File: src/rtl/fetch_prefetch_queue.sv
// Instruction-fetch front end: issues word fetches on the shared memory port and
// buffers returned instructions with their PC in a small FIFO ahead of decode.
module fetch_prefetch_queue #(
  parameter int unsigned DEPTH    = 4,
  parameter logic [31:0] RESET_PC = 32'h0000_0000,
  parameter logic [31:0] NOP      = 32'h0000_0013
) (
  input  logic                         clk,
  input  logic                         reset,
  input  logic                         redirect,
  input  logic [31:0]                  redirect_pc,
  input  logic                         halt,
  input  logic                         stall,
  output logic                         mem_req,
  output logic [31:0]                  mem_addr,
  input  logic                         mem_gnt,
  input  logic                         mem_rvalid,
  input  logic [31:0]                  mem_rdata,
  output logic                         inst_valid,
  output logic [31:0]                  inst,
  output logic [31:0]                  inst_pc,
  output logic [$clog2(DEPTH+1)-1:0]   count
);

  localparam int unsigned CW = $clog2(DEPTH + 1);
  localparam int unsigned PW = $clog2(DEPTH);
  localparam logic [CW:0] DEPTH_W = (CW + 1)'(DEPTH);

  typedef enum logic [1:0] {
    ST_RUN,
    ST_PEND,
    ST_HALT
  } state_t;

  state_t         state_q, state_d;
  logic [31:0]    fetch_pc_q, fetch_pc_d;
  logic [31:0]    pend_pc_q, pend_pc_d;
  logic [PW-1:0]  wr_ptr_q, wr_ptr_d;
  logic [PW-1:0]  rd_ptr_q, rd_ptr_d;
  logic [CW-1:0]  count_q, count_d;
  logic [31:0]    pc_mem_q   [DEPTH];
  logic [31:0]    pc_mem_d   [DEPTH];
  logic [31:0]    inst_mem_q [DEPTH];
  logic [31:0]    inst_mem_d [DEPTH];

  logic [CW:0]    occupancy;
  logic           grant;
  logic           push;
  logic           pop;

  // Slots already spoken for: buffered entries plus the response due this cycle.
  assign occupancy = {1'b0, count_q} + (CW + 1)'(state_q == ST_PEND);

  assign mem_req    = !reset && (state_q != ST_HALT) && !redirect && !halt
                      && (occupancy < DEPTH_W);
  assign mem_addr   = fetch_pc_q;
  assign grant      = mem_req && mem_gnt;
  assign push       = (state_q == ST_PEND) && mem_rvalid && !redirect;
  assign inst_valid = (count_q != '0);
  assign pop        = inst_valid && !stall && !redirect;

  assign inst    = inst_valid ? inst_mem_q[rd_ptr_q] : NOP;
  assign inst_pc = inst_valid ? pc_mem_q[rd_ptr_q]   : 32'h0;
  assign count   = count_q;

  // NOTE: every variable gets a default before any branch so no latch is inferred.
  always_comb begin
    state_d    = state_q;
    fetch_pc_d = fetch_pc_q;
    pend_pc_d  = pend_pc_q;
    wr_ptr_d   = wr_ptr_q;
    rd_ptr_d   = rd_ptr_q;
    count_d    = count_q;
    pc_mem_d   = pc_mem_q;
    inst_mem_d = inst_mem_q;

    if (redirect) begin
      state_d    = ST_RUN;
      fetch_pc_d = redirect_pc & ~32'h3;
      wr_ptr_d   = '0;
      rd_ptr_d   = '0;
      count_d    = '0;
    end else begin
      if (halt) begin
        state_d = ST_HALT;
      end else if (state_q != ST_HALT) begin
        state_d = grant ? ST_PEND : ST_RUN;
      end

      if (grant) begin
        pend_pc_d  = fetch_pc_q;
        fetch_pc_d = fetch_pc_q + 32'd4;
      end

      if (push) begin
        pc_mem_d[wr_ptr_q]   = pend_pc_q;
        inst_mem_d[wr_ptr_q] = mem_rdata;
        wr_ptr_d             = wr_ptr_q + PW'(1);
      end

      if (pop) begin
        rd_ptr_d = rd_ptr_q + PW'(1);
      end

      case ({push, pop})
        2'b10:   count_d = count_q + CW'(1);
        2'b01:   count_d = count_q - CW'(1);
        default: count_d = count_q;
      endcase
    end
  end

  // NOTE: sequential state uses non-blocking assignments so all flops update together.
  always_ff @(posedge clk) begin
    if (reset) begin
      state_q    <= ST_RUN;
      fetch_pc_q <= RESET_PC;
      pend_pc_q  <= 32'h0;
      wr_ptr_q   <= '0;
      rd_ptr_q   <= '0;
      count_q    <= '0;
    end else begin
      state_q    <= state_d;
      fetch_pc_q <= fetch_pc_d;
      pend_pc_q  <= pend_pc_d;
      wr_ptr_q   <= wr_ptr_d;
      rd_ptr_q   <= rd_ptr_d;
      count_q    <= count_d;
    end
  end

  // NOTE: storage is not reset; count_q gates every read, so stale entries are never seen.
  always_ff @(posedge clk) begin
    pc_mem_q   <= pc_mem_d;
    inst_mem_q <= inst_mem_d;
  end

endmodule
File: config.mk
export PLATFORM = sky130hd
export DESIGN_NAME = fetch_prefetch_queue
export DESIGN_NICKNAME = d
export VERILOG_FILES = /design/src/rtl/fetch_prefetch_queue.sv
export SDC_FILE = /design/constraint.sdc
export NUM_CORES = 1
export LEC_CHECK = 0
export BUFFER_PORTS_ARGS = -buffer_cell sky130_fd_sc_hd__buf_2
export CORE_MARGIN = 1
export CORE_UTILIZATION = 39
export DETAILED_ROUTE_END_ITERATION = 12
export GPL_ROUTABILITY_DRIVEN = 0
export PLACE_DENSITY = 0.62
export RECOVER_POWER = 25
export SLEW_MARGIN = 20
export SYNTH_ARGS = -nofsm -noshare
export SYNTH_HDL_FRONTEND = slang
export SYNTH_SLANG_ARGS = --single-unit
File: constraint.sdc
create_clock -name clk -period 5.8 [get_ports clk]
set_input_delay 1.16 -clock clk [delete_from_list [all_inputs] [get_ports clk]]
set_output_delay 1.16 -clock clk [all_outputs]
set_load 0.01 [all_outputs]
* Yosys cells after proc, flatten, opt, wreduce, memory -nomap -nowiden
Cells that the tools add are included.
Storage, ports and cells: register bits 329, input bits 71, output and inout bits 101, word-level logic and storage cells 73
Operators by class: $add $sub $neg 6, magnitude comparators 4, eq/ne operators 4, multiplexer cells 18, bitwise gates (word level) 3, reduce and logical (&&, ||, !) cells 22
Operators by type and width (number):
- $mux W32 | 9
- $bwmux W128 | 2
- $bmux W32 S2 | 2
- $demux W32 S2 | 1
- $add A32 B3 Y32 const B | 1
- $logic_and A1 B1 Y1 | 10
- $ge A3 B3 Y1 const B | 2
- $not A2 Y3 | 2
- $pmux W3 S2 | 1
- $reduce_bool A2 Y1 | 3
- $add A2 B1 Y2 const B | 2
- $add A3 B1 Y4 | 1
- $eq A2 B1 Y1 const B | 2
- $logic_not A1 Y1 | 4
- $lt A4 B3 Y1 const B | 1
- $mux W2 | 2
- $reduce_and A2 Y1 | 2
- $add A3 B1 Y3 const B | 1
- $lt A3 B1 Y1 const B | 1
- $reduce_bool A3 Y1 | 1
- $reduce_or A3 Y1 | 1
- $sub A3 B1 Y3 const B | 1
- $eq A2 B2 Y1 const B | 1
- $ne A2 B2 Y1 const B | 1
- 3 further kinds | 3

* Logic depth before layout (Yosys ltp)
Gate-level depths: netlist of run 1.
word-level depth 9, depth in mapped cells 10, depth with buffers taken out 9

* Least setup slack after synthesis of run 1
No wires, ideal clock.
path kind input to register, start input redirect, end register inst_mem_q[0] (netlist bit) (enable), setup time 427 ps, arrival time 3192 ps, required time 5373 ps, setup slack 2181 ps, stages 4, path buffers 2, path through buf_2 -> clkbuf_1 -> nor2_1 -> and2_1
On the way: longest elaborated chain between the ends 3, elaborated cells on any way between the ends 4, classes of those cells bitwise: 1; reduce/logical: 3
Ends and longest elaborated chain:
- start: declaration | line 10 | input logic redirect,
- $logic_not A1 Y1 | line 58 | assign push = (state_q == ST_PEND) && mem_rvalid && !redirect;
- $logic_and A1 B1 Y1 | line 58
- $reduce_and A2 Y1 (no source line) (*)
- end signal: assignment | line 135 | inst_mem_q <= inst_mem_d;
- end: declaration | line 43 | logic [31:0] inst_mem_q [DEPTH];
Mark *: on every way between the ends. The rest lies on a longest branch, timed or not. A chain may end at the register's enable or synchronous reset.

* Worst setup path after layout of run 1
start register rd_ptr_q[0], end output inst[9]
On the way: longest elaborated chain between the ends 5
Ends and longest elaborated chain:
- start: declaration | line 39 | logic [PW-1:0] rd_ptr_q, rd_ptr_d;
- start signal: assignment | line 127 | rd_ptr_q <= rd_ptr_d;
- $not A2 Y3 (implied by the code) | line 62 | assign inst = inst_valid ? inst_mem_q[rd_ptr_q] : NOP;
- $bmux W32 S2 | line 62
- $mux W32 (implied by the code) (2 in series) | line 62
- $mux W32 | line 62
- end: declaration | line 20 | output logic [31:0] inst,
No other way between the ends. The select of a mux whose other input is x is not followed.

==> metrics, run 1 <==
CTS H-tree depth=2; register area share after synthesis=0.697; min Tclk post-route=3690 ps; Worst Setup EP=inst[9]; FF+latch area=0.00884 sq mm; P_leak=5.11 nW; status=finished clean; post-route ant nets=0; final worst path period share=0.637; first-pass GRT wire length=41400 um; pin count of the biggest net entering global routing=65; FF-to-FF End=mem_addr[18]$_SDFFE_PP0P_; Yosys warnings=0; Setup-failing EPs final=0; cells on worst reg2reg path=7; DRC violations left=0; Post-CTS Hold Buffers=0; layout cells sized above 1=0.286; # resized after CTS=0; critical path launch point=rd_ptr_q[0]$_SDFFE_PP0P_; Worst setup SP type=register; reg-to-reg startpoint=count[2]$_SDFFE_PP0P_; CP Capture Type=output port; total number of vias=7364; reg-to-reg setup timing slack=about 3100 ps; cell depth of the worst setup path=4; DR vias/cell=about 5.2; Power per Cell Area=316 mW/mm^2; initial core utilization=0.399; placed instance count=about 1400; relative slew slack=0.327; Worst EP arrival=2530 ps; leading post-synthesis cells by cell area=edfxtp_1 59%, mux4_2 11%, dfxtp_1 11%; most numerous cell in the Yosys netlist=edfxtp_1; nets@finish=1064; Clock Latency Late Sink=around 500 ps; post-CTS setup repair buffer count=0; Hold WS=between 400 and 500 ps; top-area cell type share of the netlist area=0.588; clk_skew=about 17 ps; initial DRC count=approximately 390; final global-route overflow total=0; WL per Instance=18.6 um; crit-path max FO=24; Fillers=2848; DP HPWL=15100 um; clock sink total=317; Layout area overhead=18.0%; Cells after Synth=822; Post-Synthesis Cell Area=approximately 0.013 sq mm; core area=~0.032 sq mm; initial antenna violation count=0; clock transition at the registers of the reported paths=around 60 ps; VDD IR max=0.000200 V; Sum Neg Setup Slack=0 ps; CTS buffer count=35; Final Hold Viols=0; count of different cell masters after synthesis=57; Die H=182 um; Longest Clk Path Bufs=3; area leader, netlist=edfxtp_1; ys async rst share=0; clock root cell=clkbuf_16; Avg Cell Area, Syn=around 15 sq um; Hold WC Path Type=reg -> reg; Commonest cells post-synth=248 x edfxtp_1, 92 x nand2_1, 69 x dfxtp_1; IO Port Bufs=165; highest clock rate=271 MHz; final WL=26200 um; fin cells=1413; Global Route Usage Sum=0.160; Synth Register Bits=317; Die X=182 um; CP max stage delay=~600 ps; slowest CP cell=dfxtp_4; ys flop type=edfxtp_1; # rows=65; number of diodes=0; largest delay contributor family on the critical path=buffers and inverters; Detailed Routing Iterations Pass 1=5; Die ar.=0.0332 sq mm; vias in the first global route=approximately 7400; CTS tree=yes; Crit Path Class=reg -> out; MaxCap Viol Count=0; Critical Path, Cell by Cell=buf_4 -> mux4_2 -> nor2b_1 -> buf_2; RSZ-0062 raised after global routing=false; Crit path buffers/inverters=2; Max Slew Vio Count=0; worst-margin pin slew=approximately 1000 ps; IO Pins=around 170; Multi-input gate area=0.00360 sq mm; EDFF count, synth=248; Req. time, crit path=between 4000 and 5000 ps
-- how the worst min path moves through the flow --
stage                                from                    endpoint  slack [ps]  cells after the start
3_5_place_dp   pend_pc_q[15]$_SDFFE_PP0P_  pend_pc_q[15]$_SDFFE_PP0P_         490                      2
6_report       pend_pc_q[15]$_SDFFE_PP0P_  pend_pc_q[15]$_SDFFE_PP0P_         500                      2
5_1_grt         mem_addr[31]$_SDFFE_PP0P_  pend_pc_q[31]$_SDFFE_PP0P_         520                      2
3_3_place_gp   pend_pc_q[15]$_SDFFE_PP0P_      pc_mem_q[47]$_DFFE_PP_         480                      0
2_1_floorplan   pend_pc_q[4]$_SDFFE_PP0P_     pc_mem_q[100]$_DFFE_PP_         460                      0
4_1_cts        pend_pc_q[15]$_SDFFE_PP0P_  pend_pc_q[15]$_SDFFE_PP0P_         500                      2
-- worst register-to-register path, delay by kind of cell, from the launching register on --
kind / cells / cell delay [ps]
AO/OA/AOI/OAI: 1 / 170
buffers and inverters: 2 / 850
flip-flops: 1 / 350
AND/OR/NAND/NOR: 4 / 1250
-- logic make-up (layout without fill, tap and decap cells) --
| logic type | count (synthesis) | count (layout) | synth area share |
|---|---|---|---|
| other | 1 | 4 | 0.000296 |
| buffers and inverters | 62 | 248 | 0.0204 |
| xor gates and xnor gates | 9 | 9 | 0.00622 |
| DFF | 317 | 317 | 0.697 |
| muxes | 67 | 67 | 0.114 |
| AOI/OAI and AO/OA | 92 | 92 | 0.0448 |
| and+or+nand+nor | 267 | 267 | 0.109 |
| adders and majority gates | 7 | 7 | 0.00751 |
-- placed cells by master (no fill, tap or decap), types with 19 or more instances in the layout --
cell type,count
edfxtp_1,248
buf_2,153
nand2_1,92
dfxtp_1,67
mux4_2,62
nor2b_1,59
a21oi_1,43
clkbuf_16,37
nor2_1,36
clkbuf_1,19
-- through the flow --
stage	util	power, mW	setup slack, ps	instance area [sq um]
finish	0.471	4.72	2110	14900
detailed placement	0.437	2.65	1940	13900
floorplan	-	2.58	2180	12700
CTS	0.472	4.77	1980	15000
global placement	0.437	2.65	1950	13900
global route	0.471	4.87	1910	14900
-- state kept, by name, summed over array words and instances (netlist names) --
signal      flops
pc_mem_q      120
count           3
mem_addr       30
wr_ptr_q        2
inst_mem_q    128
rd_ptr_q        2
pend_pc_q      30
state_q         2
-- area by class of cell --
class / count / share of cell area
repair buffers: 170 / 0.0567
inverters: 16 / 0.00402
multi-input cells: 446 / 0.241
flip-flops and latches: 317 / 0.591
well taps: 402 / 0.0336
clock buffers: 45 / 0.0646
clock inverters: 17 / 0.00879
-- routing by layer --
layer	up-vias	GRT usage	wire length, um
met4	0	0.0420	489
li1	3462	-	-
met1	3618	0.230	12200
met5	-	0	0
met3	41	0.0309	1540
met2	243	0.248	12000
-- power breakdown --
group / internal (mW) / switching, mW / leakage, nW / total [mW]
logic: 0.0474 / 0.0698 / 1.69 / 0.117
clock network: 1.26 / 0.854 / 0.545 / 2.12
registers: 2.45 / 0.0305 / 2.87 / 2.48
total: 3.76 / 0.955 / 5.11 / 4.72
Note: power is estimated with default switching activity, not from simulation.
==> inputs of run 2 (changes only) <==
--- a/config.mk
+++ b/config.mk
@@ -10,7 +10,7 @@
 export CORE_UTILIZATION = 39
 export DETAILED_ROUTE_END_ITERATION = 12
 export GPL_ROUTABILITY_DRIVEN = 0
-export PLACE_DENSITY = 0.62
+export PLACE_DENSITY = 0.64
 export RECOVER_POWER = 25
 export SLEW_MARGIN = 20
 export SYNTH_ARGS = -nofsm -noshare
==> constraint.sdc (replaced) <==
create_clock -name clk -period 3.25 [get_ports clk]
set_input_delay 0.65 -clock clk [delete_from_list [all_inputs] [get_ports clk]]
set_output_delay 0.65 -clock clk [all_outputs]
set_load 0.01 [all_outputs]
==> run 2 against run 1 <==
  * Total power rose by 84%
  * Clock power rose by 90%
  * Via count fell by 0.19%
  * Highest routed layer unchanged
  * Largest power group unchanged
  * Clock skew fell by 1.1 ps
  * Critical endpoint is now inst_pc[20]
  * Combinational power rose by 80%
  * Sequential share of layout area fell by 0.96 points
  * Wire length rose by 1.3%
  * Critical path type unchanged
  * Sequential cell count did not move
  * Die area did not move
  * Hold slack got worse by 150 ps
==> metrics, run 2 (synthesis gave the netlist of run 1 again) <==
status=finished clean; RSZ-0062 raised after global routing=false; reg-to-reg setup timing slack=1060 ps (-2040 ps); Setup-failing EPs final=0 (unchanged); Top Registers=inst_mem_q x128, pc_mem_q x120; FF-to-FF End=mem_addr[20]$_SDFFE_PP0P_; min Tclk post-route=2880 ps; clock sink total=317 (unchanged); Post-CTS Hold Buffers=0 (unchanged); Final Hold Viols=0 (unchanged); post-CTS setup repair buffer count=0 (unchanged); reg-to-reg startpoint=mem_addr[2]$_SDFFE_PP0P_; Hold Path End=mem_addr[24]$_SDFFE_PP0P_; IO Port Bufs=165 (unchanged); post-route ant nets=0 (unchanged); CTS buffer count=34 (-2.9%); Die X=182 um (unchanged); layout cells sized above 1=0.278 (-0.00754); most frequent cells in the layout=248 x edfxtp_1, 133 x buf_2, 92 x nand2_1; DRC violations left=0 (unchanged); final global-route overflow total=0 (unchanged); Max Slew Vio Count=0 (unchanged); hold path cells=3 (+1); initial DRC count=491 (+25%); placed instance count=1366 (+1.1%); critical path launch point=rd_ptr_q[0]$_SDFFE_PP0P_; initial antenna violation count=0 (unchanged); WL per Instance=18.6 um (+0.34%); Worst EP arrival=2230 ps (-300 ps); total number of vias=7350 (-0.19%); relative slew slack=0.490 (+0.163); Worst setup SP type=register; highest clock rate=347 MHz; DR vias/cell=5.15 (-1.1%); DP HPWL=16900 um (+12%); # resized after CTS=0 (unchanged); initial core utilization=0.399 (unchanged); Hold Crit Start=redirect_pc[24]; cells on worst reg2reg path=6 (-1); Die ar.=0.0332 sq mm (unchanged); CP Capture Type=output port; P_leak=5.18 nW (+1.3%); Global Route Usage Sum=0.163 (+0.00384); Power Total=8.67 mW (+84%); clock root cell=clkbuf_16; worst-margin pin slew=765 ps (-244 ps); Crit Path Class=reg -> out; MaxCap Viol Count=0 (unchanged); Detailed Routing Iterations Pass 1=5 (unchanged); Longest Clk Path Bufs=3 (unchanged); IO Pins=172 (unchanged); nets@finish=1078 (+1.3%); Finished Cell Area=0.0152 sq mm (+1.6%); fin cells=1426 (+0.92%); Largest register FFs=128 (unchanged); CTS tree=yes; final WL=26500 um (+1.3%); clk_skew=16.0 ps (-1.12 ps); crit-path max FO=25 (+4.2%); pin count of the biggest net entering global routing=64 (-1.5%); first-pass GRT wire length=42100 um (+1.9%); Power per Cell Area=571 mW/mm^2 (+81%); utilization after layout=0.479 (+0.00777); most common cell after layout, fill and taps aside=edfxtp_1; VDD IR max=0.000274 V (+37%); vias in the first global route=7538 (+2.4%); Layout area overhead=20.0%; Hold WC Path Type=in -> reg; # rows=65 (unchanged); CTS H-tree depth=2 (unchanged); Die H=182 um (unchanged); final worst path period share=0.886; area post-placement=0.0141 sq mm (+1.4%); number of diodes=0 (unchanged); clock transition at the registers of the reported paths=60 ps (about the same); Clock Latency Late Sink=510 ps (about the same); Top reg by flops=inst_mem_q; Fillers=2808 (-1.4%); Req. time, crit path=2600 ps (-2040 ps); core area=0.0317 sq mm (unchanged); Sum Neg Setup Slack=0 ps (unchanged)
run 2: metal layers:
metal  GRT usage  vias up  routed length [um]
li1            -     3485                   -
met1       0.229     3592               12200
met2       0.262      240               12400
met3      0.0333       33                1590
met4      0.0390        0                 375
met5           0        -                   0
run 2: worst max-delay path by stage:
stage / cells past startpoint / end
3_5_place_dp: 8 / mem_addr[18]$_SDFFE_PP0P_
4_1_cts: 4 / inst_pc[20]
6_report: 4 / inst_pc[20]
5_1_grt: 4 / inst_pc[15]
2_1_floorplan: 4 / inst_mem_q[0]$_DFFE_PP_
3_3_place_gp: 8 / mem_addr[18]$_SDFFE_PP0P_
run 2: area by class of cell:
type | instances | area (sq um) | share of cell area
Timing Repair Buffer | 185 | 1010 | 0.0665
Multi-Input combinational cell | 446 | 3600 | 0.237
Inverter | 16 | 60.1 | 0.00395
Clock buffer | 48 | 987 | 0.0650
Sequential cell | 317 | 8840 | 0.581
Clock inverter | 12 | 194 | 0.0128
Tap cell | 402 | 503 | 0.0331
run 2: per-stage QoR:
step	setup slack (ps)	hold WS, ps
after floorplan	141	460
after global placement	622	478
after detailed placement	618	491
after CTS	281	325
after global routing	213	343
final	371	348
run 2: where the power goes:
group	total (mW)	internal (mW)	switching (mW)
clock network	4.03	2.52	1.51
registers	4.43	4.38	0.0532
logic	0.211	0.0851	0.126
run 2: critical path, stage by stage (launching register included):
cell and delay [ps]:
dfxtp_4 350, buf_4 420, mux4_2 550, nor2b_1 180, buf_2 200
==> inputs of run 3 (changes only) <==
--- a/config.mk
+++ b/config.mk
@@ -6,11 +6,13 @@
 export NUM_CORES = 1
 export LEC_CHECK = 0
 export BUFFER_PORTS_ARGS = -buffer_cell sky130_fd_sc_hd__buf_2
+export CELL_PAD_IN_SITES_DETAIL_PLACEMENT = 1
+export CELL_PAD_IN_SITES_GLOBAL_PLACEMENT = 1
 export CORE_MARGIN = 1
 export CORE_UTILIZATION = 39
 export DETAILED_ROUTE_END_ITERATION = 12
 export GPL_ROUTABILITY_DRIVEN = 0
-export PLACE_DENSITY = 0.64
+export PLACE_DENSITY = 0.73
 export RECOVER_POWER = 25
 export SLEW_MARGIN = 20
 export SYNTH_ARGS = -nofsm -noshare
==> run 3 against run 2 <==
  * Core utilization hardly changed
  * Sequential cell count did not move
  * Combinational power increased by 2%
  * Hold slack improved by 13 ps
  * Sequential share of layout area hardly changed
  * Critical path depth did not move
  * Non-clock buffer count is 1 higher
  * Clock skew decreased by 4.0 ps
  * Design area about the same
  * Die area did not move
==> metrics, run 3 (synthesis gave the netlist of run 1 again) <==
cells on worst reg2reg path=6 (unchanged); worst-margin pin slew=553 ps (-212 ps); # resized after CTS=0 (unchanged); min Tclk post-route=2860 ps (-17.8 ps); final WL=28300 um (+6.4%); Sum Neg Setup Slack=0 ps (unchanged); clock root cell=clkbuf_16; Die H=182 um (unchanged); Max Slew Vio Count=0 (unchanged); Die ar.=0.0332 sq mm (unchanged); CP max stage delay=560 ps (about the same); Setup-failing EPs final=0 (unchanged); Power per Cell Area=565 mW/mm^2 (-0.94%); IO Pins=172 (unchanged); Worst EP arrival=2210 ps (-20 ps); VDD IR max=0.000268 V (-2.2%); Final Hold Viols=0 (unchanged); final worst path period share=0.880 (-0.00549); Crit Path Class=reg -> out; Clock Latency Late Sink=500 ps (about the same); DRC violations left=0 (unchanged); initial core utilization=0.399 (unchanged); post-CTS setup repair buffer count=0 (unchanged); CTS tree=yes; highest clock rate=350 MHz (+0.62%); initial DRC count=352 (-28%); initial antenna violation count=1 (+1); RSZ-0062 raised after global routing=false; clk_skew=12.0 ps (-4.00 ps); CP Capture Type=output port; final global-route overflow total=0 (unchanged); number of diodes=0 (unchanged); CTS buffer count=35 (+2.9%); DP HPWL=18500 um (+9.8%); crit-path max FO=42 (+68%); Layout area overhead=20.0% (about the same); reg-to-reg setup timing slack=960 ps (-100 ps); core area=0.0317 sq mm (unchanged); Critical Path, Cell by Cell=buf_12 -> mux4_2 -> nor2b_1 -> buf_2; Fillers=3210 (+14%); Finished Cell Area=0.0152 sq mm (about the same); MaxCap Viol Count=0 (unchanged); clock sink total=317 (unchanged); Hold Crit Start=redirect_pc[30]; total number of vias=7511 (+2.2%); most common cell after layout, fill and taps aside=edfxtp_1; slowest CP cell=mux4_2; P_leak=5.18 nW (about the same); reg-to-reg startpoint=mem_addr[3]$_SDFFE_PP0P_; FF-to-FF End=mem_addr[24]$_SDFFE_PP0P_; Global Route Usage Sum=0.174 (+0.0110); layout cells sized above 1=0.281 (+0.00281); CTS H-tree depth=2 (unchanged); WL per Instance=19.8 um (+6.1%); status=finished clean; hold path cells=3 (unchanged); Longest Clk Path Bufs=3 (unchanged); Top Registers=inst_mem_q x128, pc_mem_q x120; Die X=182 um (unchanged); Req. time, crit path=2600 ps (about the same); DR vias/cell=5.25 (+1.9%); area post-placement=0.0141 sq mm (+0.14%); IO Port Bufs=165 (unchanged); vias in the first global route=7917 (+5.0%); Post-CTS Hold Buffers=0 (unchanged); # rows=65 (unchanged); post-route ant nets=0 (unchanged); pin count of the biggest net entering global routing=64 (unchanged); most frequent cells in the layout=248 x edfxtp_1, 133 x buf_2, 92 x nand2_1; clock transition at the registers of the reported paths=60 ps (about the same); Detailed Routing Iterations Pass 1=4 (-1); Worst setup SP type=register; nets@finish=1080 (+0.19%); Top reg by flops=inst_mem_q; first-pass GRT wire length=44900 um (+6.5%); Hold WC Path Type=in -> reg; Multi-input gate area=0.00360 sq mm (unchanged); relative slew slack=0.632 (+0.142); Largest register FFs=128 (unchanged); FF+latch area=0.00884 sq mm (unchanged); Hold Path End=mem_addr[30]$_SDFFE_PP0P_
==> run 3: cell count changes in the layout (fill, tap and decap cells not counted), sizes merged <==
cell / previous run / this run
clkinvlp: 1 / 3
clkbuf: 80 / 81
bufinv: 5 / 3
buf: 153 / 154
clkinv: 5 / 8
inv: 17 / 16
==> run 3: power breakdown <==
part	switching (mW)	internal (mW)	leakage, nW	total (mW)
registers	0.0560	4.38	2.87	4.43
logic	0.131	0.0847	1.75	0.215
clock network	1.52	2.42	0.565	3.94
==> run 3: per-layer routing <==
layer  vias to the layer above  GRT usage  routed length [um]
met5                         -          0                  12
met4                         2     0.0390                 336
met3                        30     0.0343                1440
met2                       205      0.290               13600
met1                      3779      0.237               12800
li1                       3495          -                   -
==> run 3: worst max-delay path, delay by kind of cell, from the launching register on <==
kind,cells,cell delay (ps)
multiplexers,1,560
flip-flops,1,450
AND/OR/NAND/NOR,1,170
buffers and inverters,2,500
==> run 3: through the flow <==
| step | setup WS (ps) | hold WS [ps] | power [mW] | instances | utilization |
|---|---|---|---|---|---|
| after floorplan | 141 | 460 | 4.61 | 825 | - |
| after global placement | 625 | 477 | 4.73 | 1367 | 0.444 |
| after detailed placement | 602 | 498 | 4.74 | 1367 | 0.444 |
| after CTS | 297 | 334 | 8.72 | 1430 | 0.481 |
| after global routing | 236 | 353 | 8.88 | 1430 | 0.479 |
| final | 389 | 360 | 8.59 | 1430 | 0.479 |
==> run 3: cell type report <==
cell class                 count  area share
timing repair buffer         186      0.0678
inverter                      16     0.00395
clock inverter                14      0.0100
multi-input combinational    446       0.237
clock buffer                  49      0.0667
sequential                   317       0.581
tap                          402      0.0331
==> run 3: worst max-delay path by stage <==
stage	start	cells after the start	slack, ps	end
floorplan	redirect	4	140	inst_mem_q[0]$_DFFE_PP_
global placement	reset	7	630	mem_addr[18]$_SDFFE_PP0P_
detailed placement	reset	7	600	mem_addr[18]$_SDFFE_PP0P_
CTS	rd_ptr_q[0]$_SDFFE_PP0P_	4	300	inst_pc[13]
global route	rd_ptr_q[0]$_SDFFE_PP0P_	4	240	inst_pc[14]
finish	rd_ptr_q[0]$_SDFFE_PP0P_	4	390	inst_pc[13]
